## config.mk

```make
export PLATFORM = sky130hd
export DESIGN_NAME = button_event_arbiter
export DESIGN_NICKNAME = d
export VERILOG_FILES = /design/src/rtl/button_event_arbiter_pkg.sv /design/src/rtl/button_event_arbiter_cond.sv /design/src/rtl/button_event_arbiter.sv
export SDC_FILE = /design/constraint.sdc
export NUM_CORES = 1
export LEC_CHECK = 0
export CORE_ASPECT_RATIO = 1.4
export CORE_MARGIN = 2
export CORE_UTILIZATION = 56
export DETAILED_ROUTE_END_ITERATION = 6
export PLACE_DENSITY = 0.83
export SLEW_MARGIN = 40
export SYNTH_ARGS = -nofsm -noshare
export SYNTH_HDL_FRONTEND = slang
export SYNTH_SLANG_ARGS = --single-unit
```

## constraint.sdc

```tcl
create_clock -name clk -period 3.28 [get_ports clk]
set_input_delay 0.656 -clock clk [delete_from_list [all_inputs] [get_ports clk]]
set_output_delay 0.656 -clock clk [all_outputs]
set_load 0.005 [all_outputs]
```

## src/rtl/button_event_arbiter_pkg.sv

```systemverilog
// ---------------------------------------------------------------------------
// button_event_arbiter_pkg: shared event kinds, hold phases and counter sizing
// Rev 1.0
// ---------------------------------------------------------------------------
`default_nettype none

package button_event_arbiter_pkg;

  typedef enum logic {
    EVT_PRESS  = 1'b0,
    EVT_REPEAT = 1'b1
  } evt_kind_t;

  typedef enum logic [1:0] {
    PH_IDLE      = 2'd0,
    PH_WAIT_HOLD = 2'd1,
    PH_REPEATING = 2'd2
  } hold_phase_t;

  // Width able to hold the largest terminal count without wrapping.
  function automatic int cnt_width(input int a, input int b, input int c);
    int m;
    m = a;
    if (b > m) m = b;
    if (c > m) m = c;
    return $clog2(m + 1);
  endfunction

endpackage

`default_nettype wire

```

## src/rtl/button_event_arbiter_cond.sv

```systemverilog
// ---------------------------------------------------------------------------
// btn_conditioner: per-button debounce plus hold/auto-repeat tick generation
// Rev 1.0
// ---------------------------------------------------------------------------
`default_nettype none

module btn_conditioner
  import button_event_arbiter_pkg::*;
#(
  parameter int DEBOUNCE_CNT = 20,
  parameter int HOLD_CNT     = 500,
  parameter int REPEAT_CNT   = 150
) (
  input  logic clk,
  input  logic rst,
  input  logic sample_en,
  input  logic btn,
  output logic db_level,
  output logic press_tick,
  output logic repeat_tick
);

  localparam int CW = cnt_width(DEBOUNCE_CNT, HOLD_CNT, REPEAT_CNT);
  localparam logic [CW-1:0] DB_LAST   = CW'(DEBOUNCE_CNT - 1);
  localparam logic [CW-1:0] HOLD_LAST = CW'(HOLD_CNT - 1);
  localparam logic [CW-1:0] REP_LAST  = CW'(REPEAT_CNT - 1);

  logic [CW-1:0] db_cnt, db_cnt_nxt;
  logic [CW-1:0] hold_cnt, hold_cnt_nxt;
  logic          db_nxt, press_nxt, repeat_nxt;
  hold_phase_t   phase, phase_nxt;

  always_ff @(posedge clk or posedge rst) begin
    if (rst) begin
      db_cnt      <= '0;
      db_level    <= 1'b0;
      hold_cnt    <= '0;
      phase       <= PH_IDLE;
      press_tick  <= 1'b0;
      repeat_tick <= 1'b0;
    end else begin
      db_cnt      <= db_cnt_nxt;
      db_level    <= db_nxt;
      hold_cnt    <= hold_cnt_nxt;
      phase       <= phase_nxt;
      press_tick  <= press_nxt;
      repeat_tick <= repeat_nxt;
    end
  end

  always_comb begin
    db_cnt_nxt   = db_cnt;
    db_nxt       = db_level;
    hold_cnt_nxt = hold_cnt;
    phase_nxt    = phase;
    press_nxt    = 1'b0;
    repeat_nxt   = 1'b0;
    if (sample_en) begin
      if (btn != db_level) begin
        if (db_cnt == DB_LAST) begin
          db_nxt     = btn;
          db_cnt_nxt = '0;
        end else begin
          db_cnt_nxt = db_cnt + 1'b1;
        end
      end else begin
        db_cnt_nxt = '0;
      end

      // The strobe that flips the debounced level never also counts as hold time.
      if (db_nxt != db_level) begin
        hold_cnt_nxt = '0;
        if (db_nxt) begin
          press_nxt = 1'b1;
          phase_nxt = PH_WAIT_HOLD;
        end else begin
          phase_nxt = PH_IDLE;
        end
      end else if (db_level) begin
        case (phase)
          PH_WAIT_HOLD: begin
            if (hold_cnt == HOLD_LAST) begin
              repeat_nxt   = 1'b1;
              hold_cnt_nxt = '0;
              phase_nxt    = PH_REPEATING;
            end else begin
              hold_cnt_nxt = hold_cnt + 1'b1;
            end
          end
          PH_REPEATING: begin
            if (hold_cnt == REP_LAST) begin
              repeat_nxt   = 1'b1;
              hold_cnt_nxt = '0;
            end else begin
              hold_cnt_nxt = hold_cnt + 1'b1;
            end
          end
          default: hold_cnt_nxt = '0;
        endcase
      end
    end
  end

endmodule

`default_nettype wire

```

## src/rtl/button_event_arbiter.sv

```systemverilog
// ---------------------------------------------------------------------------
// button_event_arbiter: per-button press/repeat events, round-robin onto one valid/ready stream
// Rev 1.0
// ---------------------------------------------------------------------------
`default_nettype none

module button_event_arbiter
  import button_event_arbiter_pkg::*;
#(
  parameter int N_BTN        = 4,
  parameter int DEBOUNCE_CNT = 20,
  parameter int HOLD_CNT     = 500,
  parameter int REPEAT_CNT   = 150,
  localparam int IW          = $clog2(N_BTN)
) (
  input  logic             clk,
  input  logic             rst,
  input  logic             sample_en,
  input  logic [N_BTN-1:0] btn,
  output logic             evt_valid,
  input  logic             evt_ready,
  output logic [IW-1:0]    evt_id,
  output logic             evt_repeat,
  output logic [N_BTN-1:0] db_level,
  output logic             overflow
);

  logic [N_BTN-1:0] press_tick, repeat_tick;
  logic [N_BTN-1:0] pend, pend_nxt;
  evt_kind_t        kind     [N_BTN];
  evt_kind_t        kind_nxt [N_BTN];
  logic [IW-1:0]    rr_ptr, winner, idx;
  logic             found, grant, ovf_set;

  for (genvar i = 0; i < N_BTN; i++) begin : g_btn
    btn_conditioner #(
      .DEBOUNCE_CNT (DEBOUNCE_CNT),
      .HOLD_CNT     (HOLD_CNT),
      .REPEAT_CNT   (REPEAT_CNT)
    ) u_cond (
      .clk         (clk),
      .rst         (rst),
      .sample_en   (sample_en),
      .btn         (btn[i]),
      .db_level    (db_level[i]),
      .press_tick  (press_tick[i]),
      .repeat_tick (repeat_tick[i])
    );
  end

  // Round-robin search begins just after the most recently granted button.
  always_comb begin
    found  = 1'b0;
    winner = rr_ptr;
    idx    = '0;
    for (int k = 1; k <= N_BTN; k++) begin
      idx = IW'((int'(rr_ptr) + k) % N_BTN);
      if (!found && pend[idx]) begin
        found  = 1'b1;
        winner = idx;
      end
    end
    grant = found && (!evt_valid || evt_ready);
  end

  // A new tick beats a same-edge grant, so the fresh event survives the clear.
  always_comb begin
    pend_nxt = pend;
    kind_nxt = kind;
    ovf_set  = 1'b0;
    if (grant) pend_nxt[winner] = 1'b0;
    for (int i = 0; i < N_BTN; i++) begin
      if (press_tick[i]) begin
        if (pend[i] && !(grant && winner == IW'(i))) ovf_set = 1'b1;
        pend_nxt[i] = 1'b1;
        kind_nxt[i] = EVT_PRESS;
      end else if (repeat_tick[i]) begin
        if (pend[i] && !(grant && winner == IW'(i))) begin
          ovf_set = 1'b1;
        end else begin
          pend_nxt[i] = 1'b1;
          kind_nxt[i] = EVT_REPEAT;
        end
      end
    end
  end

  always_ff @(posedge clk or posedge rst) begin
    if (rst) begin
      pend       <= '0;
      for (int i = 0; i < N_BTN; i++) kind[i] <= EVT_PRESS;
      rr_ptr     <= IW'(N_BTN - 1);
      evt_valid  <= 1'b0;
      evt_id     <= '0;
      evt_repeat <= 1'b0;
      overflow   <= 1'b0;
    end else begin
      pend <= pend_nxt;
      kind <= kind_nxt;
      if (ovf_set) overflow <= 1'b1;
      if (grant) begin
        evt_valid  <= 1'b1;
        evt_id     <= winner;
        evt_repeat <= (kind[winner] == EVT_REPEAT);
        rr_ptr     <= winner;
      end else if (evt_ready) begin
        evt_valid  <= 1'b0;
      end
    end
  end

endmodule

`default_nettype wire

```

* After elaboration in Yosys (flattened, before gate mapping) *
Index checks and enable logic that the tools add are counted.

operators by class
  $add $sub $neg = 12
  magnitude comparators = 7
  equal/unequal tests = 35
  multiplexer cells = 156
  bitwise gates (word level) = 3
  reductions and logical operators = 52

operators by type and width
  cell                 count
  $mux 9               24
  $mux 1               97
  $add 9x1->9 const B  8
  $pmux 9 s2           4
  $mux 2               20
  $eq 9x5->1 const B   4
  $eq 9x8->1 const B   4
  $eq 9x9->1 const B   4
  $reduce_bool 2->1    17
  $reduce_and 2->1     8
  $reduce_and 4->1     4
  $lt 2x3->1 const B   5
  $logic_and 1x1->1    13
  $eq 2x2->1 const B   6
  $bmux 1 s2           5
  $eq 2x1->1 const B   5
  $logic_not 1->1      8
  $ne 1x1->1           8
  $ne 2x1->1 const B   4
  $pmux 1 s2           4
  $add 2x1->2 const B  2
  $add 2x2->2 const B  2
  $and 4x4->4          1
  $mux 4               1
  7 further kinds      7

word-level totals
  register bits after elaboration = 107
  input bits = 8
  word-level logic and storage cells = 299

* Logic depth before layout (Yosys ltp) *
Gate-level depths: netlist (run 1).

  depth after elaboration = 29
  depth in mapped cells = 10
  mapped depth without buffers = 10

* Hierarchy *
From an unflattened synthesis (run 1), not the netlist that was laid out.

unflattened totals
  cell total of the unflattened synthesis = 618
  area, all modules = 5935.7 µm²

by module, submodules not included
  module                                 instances  cells an instance  area an instance (µm²)
  btn_conditioner (g_btn[0].u_cond ...)  3          134                1271.2
  btn_conditioner (g_btn[1].u_cond)      1          136                1291.2
  button_event_arbiter                   1          80                 830.8

* Worst setup path before layout (run 1) *
No wires, ideal clock.

  path kind = flip-flop to flip-flop
  start point = register g_btn[2].u_cond.db_cnt[5]
  end point = register g_btn[2].u_cond.hold_cnt[0]
  arrival = 2.526 ns
  data required time = 3.155 ns
  slack = 0.629 ns
  stages on the path, launching flop included = 9
  path buffers = 0
  cell sequence = dfrtp_1 or4b_4 nor4_1 mux2i_1 ha_1 nor2_1 a32oi_2 nor2_1 mux2_2

on the way
  word-level cells in the longest chain between the ends = 7
  elaborated cells between the ends (all ways) = 8
  those cells by class = eq/ne: 2; mux: 4; reduce/logical: 2

RTL lines
  what                                RTL line                         source
  from (decl)                         button_event_arbiter_cond.sv:28  logic [CW-1:0] db_cnt, db_cnt_nxt;
  from (signal assigned)              button_event_arbiter_cond.sv:42  db_cnt <= db_cnt_nxt;
  $eq 9x5->1 (*)                      button_event_arbiter_cond.sv:60  if (db_cnt == DB_LAST) begin
  $mux 1 (*)                          button_event_arbiter_cond.sv:60
  $mux 1 (*)                          button_event_arbiter_cond.sv:59  if (btn != db_level) begin
  $mux 1 (*)                          button_event_arbiter_cond.sv:58  if (sample_en) begin
  $ne 1x1->1 (*)                      button_event_arbiter_cond.sv:71  if (db_nxt != db_level) begin
  $reduce_bool 2->1 (no source line)  -
  $reduce_and 2->1 (no source line)   -
  to (signal assigned)                button_event_arbiter_cond.sv:44  hold_cnt <= hold_cnt_nxt;
  to (decl)                           button_event_arbiter_cond.sv:29  logic [CW-1:0] hold_cnt, hold_cnt_nxt;

Mark *: on every way between the ends. The rest lies on a longest branch, timed or not. The select of a mux whose other input is x is not followed.
A chain may end at the register's enable or synchronous reset.

* Final worst setup path (run 1) *
Same ends and word-level chain as after synthesis.

==> flow_summary.toml, run 1 <==
[layout]
utilization_pct = 63.6
nNetsFinal = 666
layout-drive-gt1-share_pct = 8.03
multiInputGateArea_um2 = 2980
nFillCells = 825
area_growth_syn_to_layout_pct = 11.6
ff_latch_area_um2 = 2680
diodes = 0
stdcell_count = 773

[placement]
io_buffers = 16
place_inst = 757
finalWeightedCongestion = 0.847
post-dp-hpwl_mm = 8.38
dp_slack_ps = 306

[setup_path]
crit_slowest_cell = "or4b_4"
end_kind = "register"
required_ps = 3520
worstPathCellList = "or4b_4 -> nor4_1 -> mux2i_1 -> ha_1 -> nor2_1 -> a32oi_2 -> nor2_1 -> mux2_2"
worstSetupStartpointType = "register"
cp_slowest_stage_delay_ps = 580
cp_max_fo = 9
path_class = "reg -> reg"
path_common_cell = "nor2_1"
worstPathArrival_ps = 3260

[min_path]
hp-class = "reg -> reg"

[pwr]
p_per_area_nw_per_um2 = 564
ir_drop_mv = 0.271
finalPower_mw = 3.69
p_leak_nw = 2.96

[logic_synthesis]
synth-compound-area-share_pct = 15.5
ys_ff_latch = 107
synth_nets = 645
synth_top_area_share_pct = 44.8
synth-xor-area-share_pct = 4.18
synth_top_family_by_area = "simple AND/OR/NAND/NOR gates"
yosys.area_share.simple_pct = 21.4
synthMuxAreaShare_pct = 3.56
yosys.cell_types.count = 53
synth_common_cells = "105 x dfrtp_1, 66 x nor2_1, 40 x a21oi_1"
syn_avg_cell_area_um2 = 9.63
syn_inst = 609
synth-main-ff-cell = "dfrtp_1"
synthAdderAreaFrac_pct = 5.97
yosysSeqAreaShare_pct = 45.7
ys_warn_count = 0
synth_area_um2 = 5860
synth_largest_area_cell = "dfrtp_1"
synth_edf_count = 0
netlist_top_cells_area = "dfrtp_1 45%, ha_1 6.0%, nor2_1 4.2%, a21oi_1 3.4%, a22o_1 3.3%"
async_flop_share_pct = 100
synth.most_common_cell = "dfrtp_1"

[detailed_routing]
wl_mm = 12.1
drtAntennaViolNets = 0
drc = 0
drt_iter0_markers = 278
dr_total_vias = 4579
viasPerCell = 5.92
wl_per_cell_um = 15.6
drtPass1Iterations = 5

[clock_tree]
cts_setup_buffers = 0
cts_resized = 0
clkLatencyLatePin_ps = 350
cts.htree.levels = 3
clk_pin_slew_ps = 70
cts_sinks = 107
cts_max_path_buffers = 2
hold_buffers = 0
cts_tree = "done"
cts_buffers = 9
root_buffer = "clkbuf_16"

[global_routing]
track_usage_pct = 22.1
antenna_found_initial = 0
overflow = 0
grt_pass1_vias = 4564
grt_pass1_wl_mm = 20.7
grt_max_degree = 71

[floorplan]
die_y_um = 125
core_area_um2 = 10300
initial_core_util_pct = 57.0
rows = 44
io_pins = 17
die_w_um = 90.5
die_area_um2 = 11300

[timing]
worstMarginPinSlew_ps = 628
maxSlewHeadroom_pct = 58.0
max_freq_ghz = 0.331
hold_violations = 0
finalSetupTns_ps = 0
grt_setup_unrepaired = "no"
setup_slack_ps = 262
finalSetupViolations = 0
fin_crit_sh_pct = 92.0
post-route-min-period_ps = 3020
finalClockSkew_ps = 6.75
slew_violations = 0

[run_status]
outcome = "finished clean"

[job]
cap_violations = 0
-- cells by family after synthesis --
group | Yosys count
flops | 107
xor+xnor | 28
simple gates | 240
mux | 19
compound gates | 134
buf+inv | 53
fa+ha+maj | 28
-- flip-flops by register name, indices dropped and copies added (netlist names) --
signal / cells
evt_valid: 1
g_btn.u_cond.hold_cnt: 36
g_btn.u_cond.phase: 8
g_btn.u_cond.db_level: 4
evt_repeat: 1
overflow: 1
g_btn.u_cond.db_cnt: 36
kind: 4
evt_id: 2
g_btn.u_cond.repeat_tick: 4
rr_ptr: 2
pend: 4
g_btn.u_cond.press_tick: 4
-- per-stage QoR --
step	area [µm²]	hold slack, ps
floorplan	5870	423
finish	6550	477
detailed placement	6220	460
CTS	6550	469
global placement	6210	441
global route	6550	501
-- final timing paths --
path,start,endpoint,slack [ps],cells after the start
min in group asynchronous,rst,g_btn[2].u_cond.hold_cnt[0],640,2
max in group asynchronous,rst,g_btn[0].u_cond.db_cnt[5],1960,3
worst min-delay path,g_btn[3].u_cond.press_tick,kind[0],480,1
worst max register to register,g_btn[2].u_cond.db_cnt[5],g_btn[2].u_cond.hold_cnt[0],260,8
worst min register to register,g_btn[3].u_cond.press_tick,kind[0],480,1
worst max-delay path,g_btn[2].u_cond.db_cnt[5],g_btn[2].u_cond.hold_cnt[0],260,8
-- critical path, delay by kind of cell (launching register included) --
family                     cells  cell delay (ps)
adders and majority gates      1              240
muxes                          2              640
DFF                            1              440
AOI/OAI and AO/OA              1              440
and+or+nand+nor                4             1160
-- report_power, final --
group | internal (mW) | switching, mW
sequential | 1.48 | 0.187
clock | 0.690 | 0.487
combinational | 0.363 | 0.482
-- cell usage in the layout, fill, tap and decap left out, types with 10 or more instances in the layout --
cell type	synthesis	layout
a21oi_1	40	40
a22o_1	22	22
and2_1	10	10
and3_1	19	19
clkdlybuf4s50_1	0	16
dfrtp_1	105	105
ha_1	28	28
inv_1	37	36
mux2_2	11	11
nand2_1	38	38
nand3_1	23	23
nand4_1	15	15
nor2_1	66	66
nor2b_1	25	25
nor3_1	11	11
o21ai_0	34	34
xnor2_1	11	11
xor2_1	17	17
-- per-layer routing --
layer / share of wire [%] / track usage, % / vias to the layer above
li1: - / - / 2208
met1: 42 / 26.5 / 2255
met2: 53 / 39.1 / 91
met3: 3.1 / 3.61 / 25
met4: 2.6 / 9.41 / 0
met5: 0 / 0 / -
-- cell type report --
cell class | instances | share of cell area, %
Multi-Input combinational cell | 449 | 45.5
Sequential cell | 107 | 40.9
Timing Repair Buffer | 25 | 3.67
Clock buffer | 10 | 3.65
Tap cell | 138 | 2.64
Inverter | 38 | 2.24
Clock inverter | 6 | 1.36
Note: power is estimated with default switching activity, not from simulation.
==> run 2: changes to the inputs <==
- SLEW_MARGIN: 40 -> default
==> flow_summary.toml, run 2 (synthesized netlist as in run 1, its figures left out) <==
[run_status]
outcome = "finished clean"

[setup_path]
required_ps = 3520
worstPathArrival_ps = 3230
path_class = "reg -> reg"
cp_slowest_stage_delay_ps = 560
worstSetupStartpointType = "register"
cp_max_fo = 9
path_common_cell = "nor2_1"
worstPathCellList = "or4b_4 -> nor4_1 -> mux2i_1 -> ha_1 -> nor2_1 -> a32oi_2 -> nor2_1 -> mux2_2"
crit_slowest_cell = "or4b_4"
end_kind = "register"

[detailed_routing]
wl_mm = 11.7
drc = 0
drtAntennaViolNets = 0
dr_total_vias = 4577
drt_iter0_markers = 269
viasPerCell = 5.92
drtPass1Iterations = 5
wl_per_cell_um = 15.2

[pwr]
finalPower_mw = 3.68
switching_power_mw = 1.15
p_comb_share_pct = 22.7
p_per_area_nw_per_um2 = 563
ir_drop_mv = 0.284
p_seq_share_pct = 45.4
clock_power_share_pct = 32.0
swShare_pct = 31.1
internal_power_mw = 2.53
p_leak_nw = 2.96

[floorplan]
core_area_um2 = 10300
initial_core_util_pct = 57.0
rows = 44
io_pins = 17
die_w_um = 90.5
die_area_um2 = 11300
die_y_um = 125

[timing]
finalClockSkew_ps = 8.43
max_freq_ghz = 0.334
fin_crit_sh_pct = 91.2
holdWs_ps = 468
finalSetupTns_ps = 0
worstMarginPinSlew_ps = 935
maxSlewHeadroom_pct = 37.0
grt_setup_unrepaired = "no"
post-route-min-period_ps = 2990
slew_violations = 0
hold_violations = 0
finalSetupViolations = 0

[global_routing]
track_usage_pct = 21.8
overflow = 0
grt_max_degree = 71
grt_pass1_vias = 4625
antenna_found_initial = 0
grt_pass1_wl_mm = 20.5

[layout]
largest_registers = "g_btn.u_cond.db_cnt (36), g_btn.u_cond.hold_cnt (36), g_btn.u_cond.phase (8)"
area_growth_syn_to_layout_pct = 11.4
diodes = 0
layout_commonest_cell = "dfrtp_1"
nNetsFinal = 666
layout-drive-gt1-share_pct = 8.03
stdcell_count = 773
mostFrequentLayoutCells = "105 x dfrtp_1, 66 x nor2_1, 40 x a21oi_1"
nFillCells = 824

[clock_tree]
cts_tree = "done"
clk_pin_slew_ps = 70
cts_sinks = 107
cts_max_path_buffers = 2
cts_buffers = 9
hold_buffers = 0
cts_resized = 0
root_buffer = "clkbuf_16"
cts.htree.levels = 3
cts_setup_buffers = 0
clkLatencyLatePin_ps = 350

[min_path]
hp-class = "reg -> reg"

[placement]
finalWeightedCongestion = 0.847
post-dp-hpwl_mm = 8.35
place_inst = 757
io_buffers = 16

[job]
cap_violations = 0
==> run 2: cell count changes in the layout (fill, tap and decap cells not counted) <==
cell,before,now
o41ai_2,0,1
o41ai_4,1,0
==> run 2: stage by stage <==
step	area [µm²]	util [%]	setup slack, ps
2_1_floorplan	5870	-	629
6_report	6530	63.5	287
4_1_cts	6530	63.5	320
3_3_place_gp	6210	60.3	445
3_5_place_dp	6210	60.3	350
5_1_grt	6530	63.5	146
==> run 2: power by group through the flow <==
stage | sequential (mW) | combinational (mW) | clock (mW)
finish | 1.67 | 0.834 | 1.18
floorplan | 1.63 | 0.623 | 0
global route | 1.69 | 0.944 | 1.25
global placement | 1.67 | 0.785 | 0
CTS | 1.67 | 0.841 | 1.19
detailed placement | 1.69 | 0.829 | 0
==> run 2: area by class of cell <==
cell class / count / area, µm² / area share [%]
Multi-Input combinational cell: 449 / 2970 / 45.4
Sequential cell: 107 / 2680 / 41.0
Timing Repair Buffer: 25 / 240 / 3.68
Clock buffer: 10 / 239 / 3.66
Tap cell: 138 / 173 / 2.64
Inverter: 38 / 146 / 2.24
Clock inverter: 6 / 88.8 / 1.36
==> run 2: path summary, 6_finish.rpt <==
path,from,to,slack [ps],cells past startpoint
setup / recovery,g_btn[2].u_cond.db_cnt[5],g_btn[2].u_cond.hold_cnt[0],290,8
hold / removal,g_btn[3].u_cond.press_tick,kind[0],470,1
setup reg to reg,g_btn[2].u_cond.db_cnt[5],g_btn[2].u_cond.hold_cnt[0],290,8
hold reg to reg,g_btn[3].u_cond.press_tick,kind[0],470,1
max in group asynchronous,rst,g_btn[0].u_cond.phase[1],1950,3
min in group asynchronous,rst,g_btn[2].u_cond.hold_cnt[0],650,2
==> run 2: routing by layer <==
metal	up-vias	GRT usage [%]	wire, µm
li1	2203	-	-
met1	2242	25.8	4850
met2	111	38.8	6240
met3	21	4.40	413
met4	0	8.69	248
met5	-	0	0
==> run 2: critical path: cells and delay by family (launching register included) <==
kind	cells	cell delay (ps)
compound gates	1	420
fa+ha+maj	1	240
flops	1	440
mux	2	630
simple gates	4	1170
==> run 3: changes to the inputs <==
- CORE_UTILIZATION: 56 -> 62
- PLACE_DENSITY: 0.83 -> 0.87
- clock period: 3.28 -> 3.15 ns (I/O delays scaled with it)
==> flow_summary.toml, run 3 (synthesized netlist as in run 1, its figures left out) <==
[clock_tree]
cts_sinks = 107
cts_setup_buffers = 0
cts_buffers = 9
clkLatencyLatePin_ps = 350
cts_max_path_buffers = 2
root_buffer = "clkbuf_16"
clk_pin_slew_ps = 70
cts_tree = "done"
cts.htree.levels = 3

[pwr]
p_per_area_nw_per_um2 = 598
ir_drop_mv = 0.364
finalPower_mw = 3.91
p_leak_nw = 2.97

[timing]
finalClockSkew_ps = 5.75
finalSetupViolations = 0
hold_violations = 0
holdWs_ps = 474
worstMarginPinSlew_ps = 631
maxSlewHeadroom_pct = 57.9
slew_violations = 0
finalSetupTns_ps = 0
max_freq_ghz = 0.337
fin_crit_sh_pct = 94.3
grt_setup_unrepaired = "no"
post-route-min-period_ps = 2970

[setup_path]
end_kind = "register"
rrSetupSlack_ps = 180
worstSetupStartpointType = "register"
reg2regPathDepth = 8
timing.rr.end = "g_btn[2].u_cond.hold_cnt[7]"
required_ps = 3380
timing.rr.start = "g_btn[2].u_cond.db_cnt[5]"
worstPathArrival_ps = 3200
cp_max_fo = 9
path_class = "reg -> reg"

[layout]
ff_latch_area_um2 = 2680
diodes = 0
nNetsFinal = 665
area_growth_syn_to_layout_pct = 11.4
layout-drive-gt1-share_pct = 7.73
multiInputGateArea_um2 = 2970
mostFrequentLayoutCells = "105 x dfrtp_1, 65 x nor2_1, 40 x a21oi_1"
layout_commonest_cell = "dfrtp_1"
nFillCells = 667
largest_registers = "g_btn.u_cond.db_cnt (36), g_btn.u_cond.hold_cnt (36), g_btn.u_cond.phase (8)"

[detailed_routing]
drt_iter0_markers = 257
dr_total_vias = 4646
viasPerCell = 6.24
wl_per_cell_um = 16.0
drc = 0
drtPass1Iterations = 5
wl_mm = 11.9
drtAntennaViolNets = 0

[global_routing]
antenna_found_initial = 0
overflow = 0
grt_pass1_wl_mm = 20.5
track_usage_pct = 24.4
grt_pass1_vias = 4647
grt_max_degree = 53

[placement]
post-dp-hpwl_mm = 8.38
io_buffers = 16
finalWeightedCongestion = 0.863

[min_path]
hp-class = "reg -> reg"
min_from = "g_btn[3].u_cond.press_tick"
holdPathEnd = "kind[0]"
hold_path_depth = 1

[run_status]
outcome = "finished clean"

[floorplan]
core_area_um2 = 9350
die_y_um = 119
die_w_um = 86.2
die_area_um2 = 10300
io_pins = 17
rows = 42
initial_core_util_pct = 62.7

[job]
cap_violations = 0
[run 3: cell types whose count changed in the layout (fill, tap and decap cells not counted), sizes merged]
cell and change:
buf -1, bufinv +1, clkbuf +2, clkinv -2, clkinvlp -1
[run 3: cell type report]
type	instances	area share (%)
clock buffer	12	3.77
clock inverter	4	1.49
inverter	38	2.24
multi-input combinational	449	45.4
sequential	107	41.0
tap	110	2.11
timing repair buffer	24	3.94
[run 3: through the flow]
stage	cells	area, µm²	util [%]	setup slack [ps]
6_report	744	6540	69.9	179
3_5_place_dp	728	6190	66.2	237
2_1_floorplan	609	5870	-	499
4_1_cts	744	6530	69.8	203
3_3_place_gp	728	6190	66.2	332
5_1_grt	744	6540	69.9	18.2
[run 3: power breakdown]
group	internal, mW	switching [mW]
Sequential	1.54	0.197
Clock	0.799	0.484
Combinational	0.381	0.505
Total	2.72	1.19
[run 3: how the worst max path moves through the flow]
stage,startpoint,endpoint,slack [ps],depth (start not counted)
after floorplan,g_btn[2].u_cond.db_cnt[5],g_btn[2].u_cond.hold_cnt[0],500,8
after global placement,g_btn[2].u_cond.db_cnt[5],g_btn[2].u_cond.hold_cnt[0],330,8
after detailed placement,g_btn[2].u_cond.db_cnt[5],g_btn[2].u_cond.hold_cnt[0],240,8
after CTS,g_btn[2].u_cond.db_cnt[5],g_btn[2].u_cond.hold_cnt[0],200,8
after global routing,g_btn[2].u_cond.db_cnt[5],g_btn[2].u_cond.hold_cnt[7],20,8
final,g_btn[2].u_cond.db_cnt[5],g_btn[2].u_cond.hold_cnt[7],180,8
[run 3: what timing repair did]
action | in CTS | in global routing
resized for setup | 0 | 1
endpoints found under the setup margin | 0 | 1
hold buffers | 0 | 0
endpoints found under the hold margin | 0 | 0
[run 3: critical path, cell delays in order (launching register included)]
cell and delay [ps]:
dfrtp_1 430, or4b_4 560, nor4_1 320, mux2i_1 330, ha_1 240, nor2_1 90, a32oi_2 440, o21ai_0 190
a22o_1 260
[run 3: metal layers]
metal / vias up / global-route usage (%) / wire length [µm]
met5: - / 0 / 0
li1: 2215 / - / -
met1: 2313 / 29.3 / 4990
met2: 94 / 42.7 / 6370
met3: 24 / 3.12 / 271
met4: 0 / 11.7 / 297
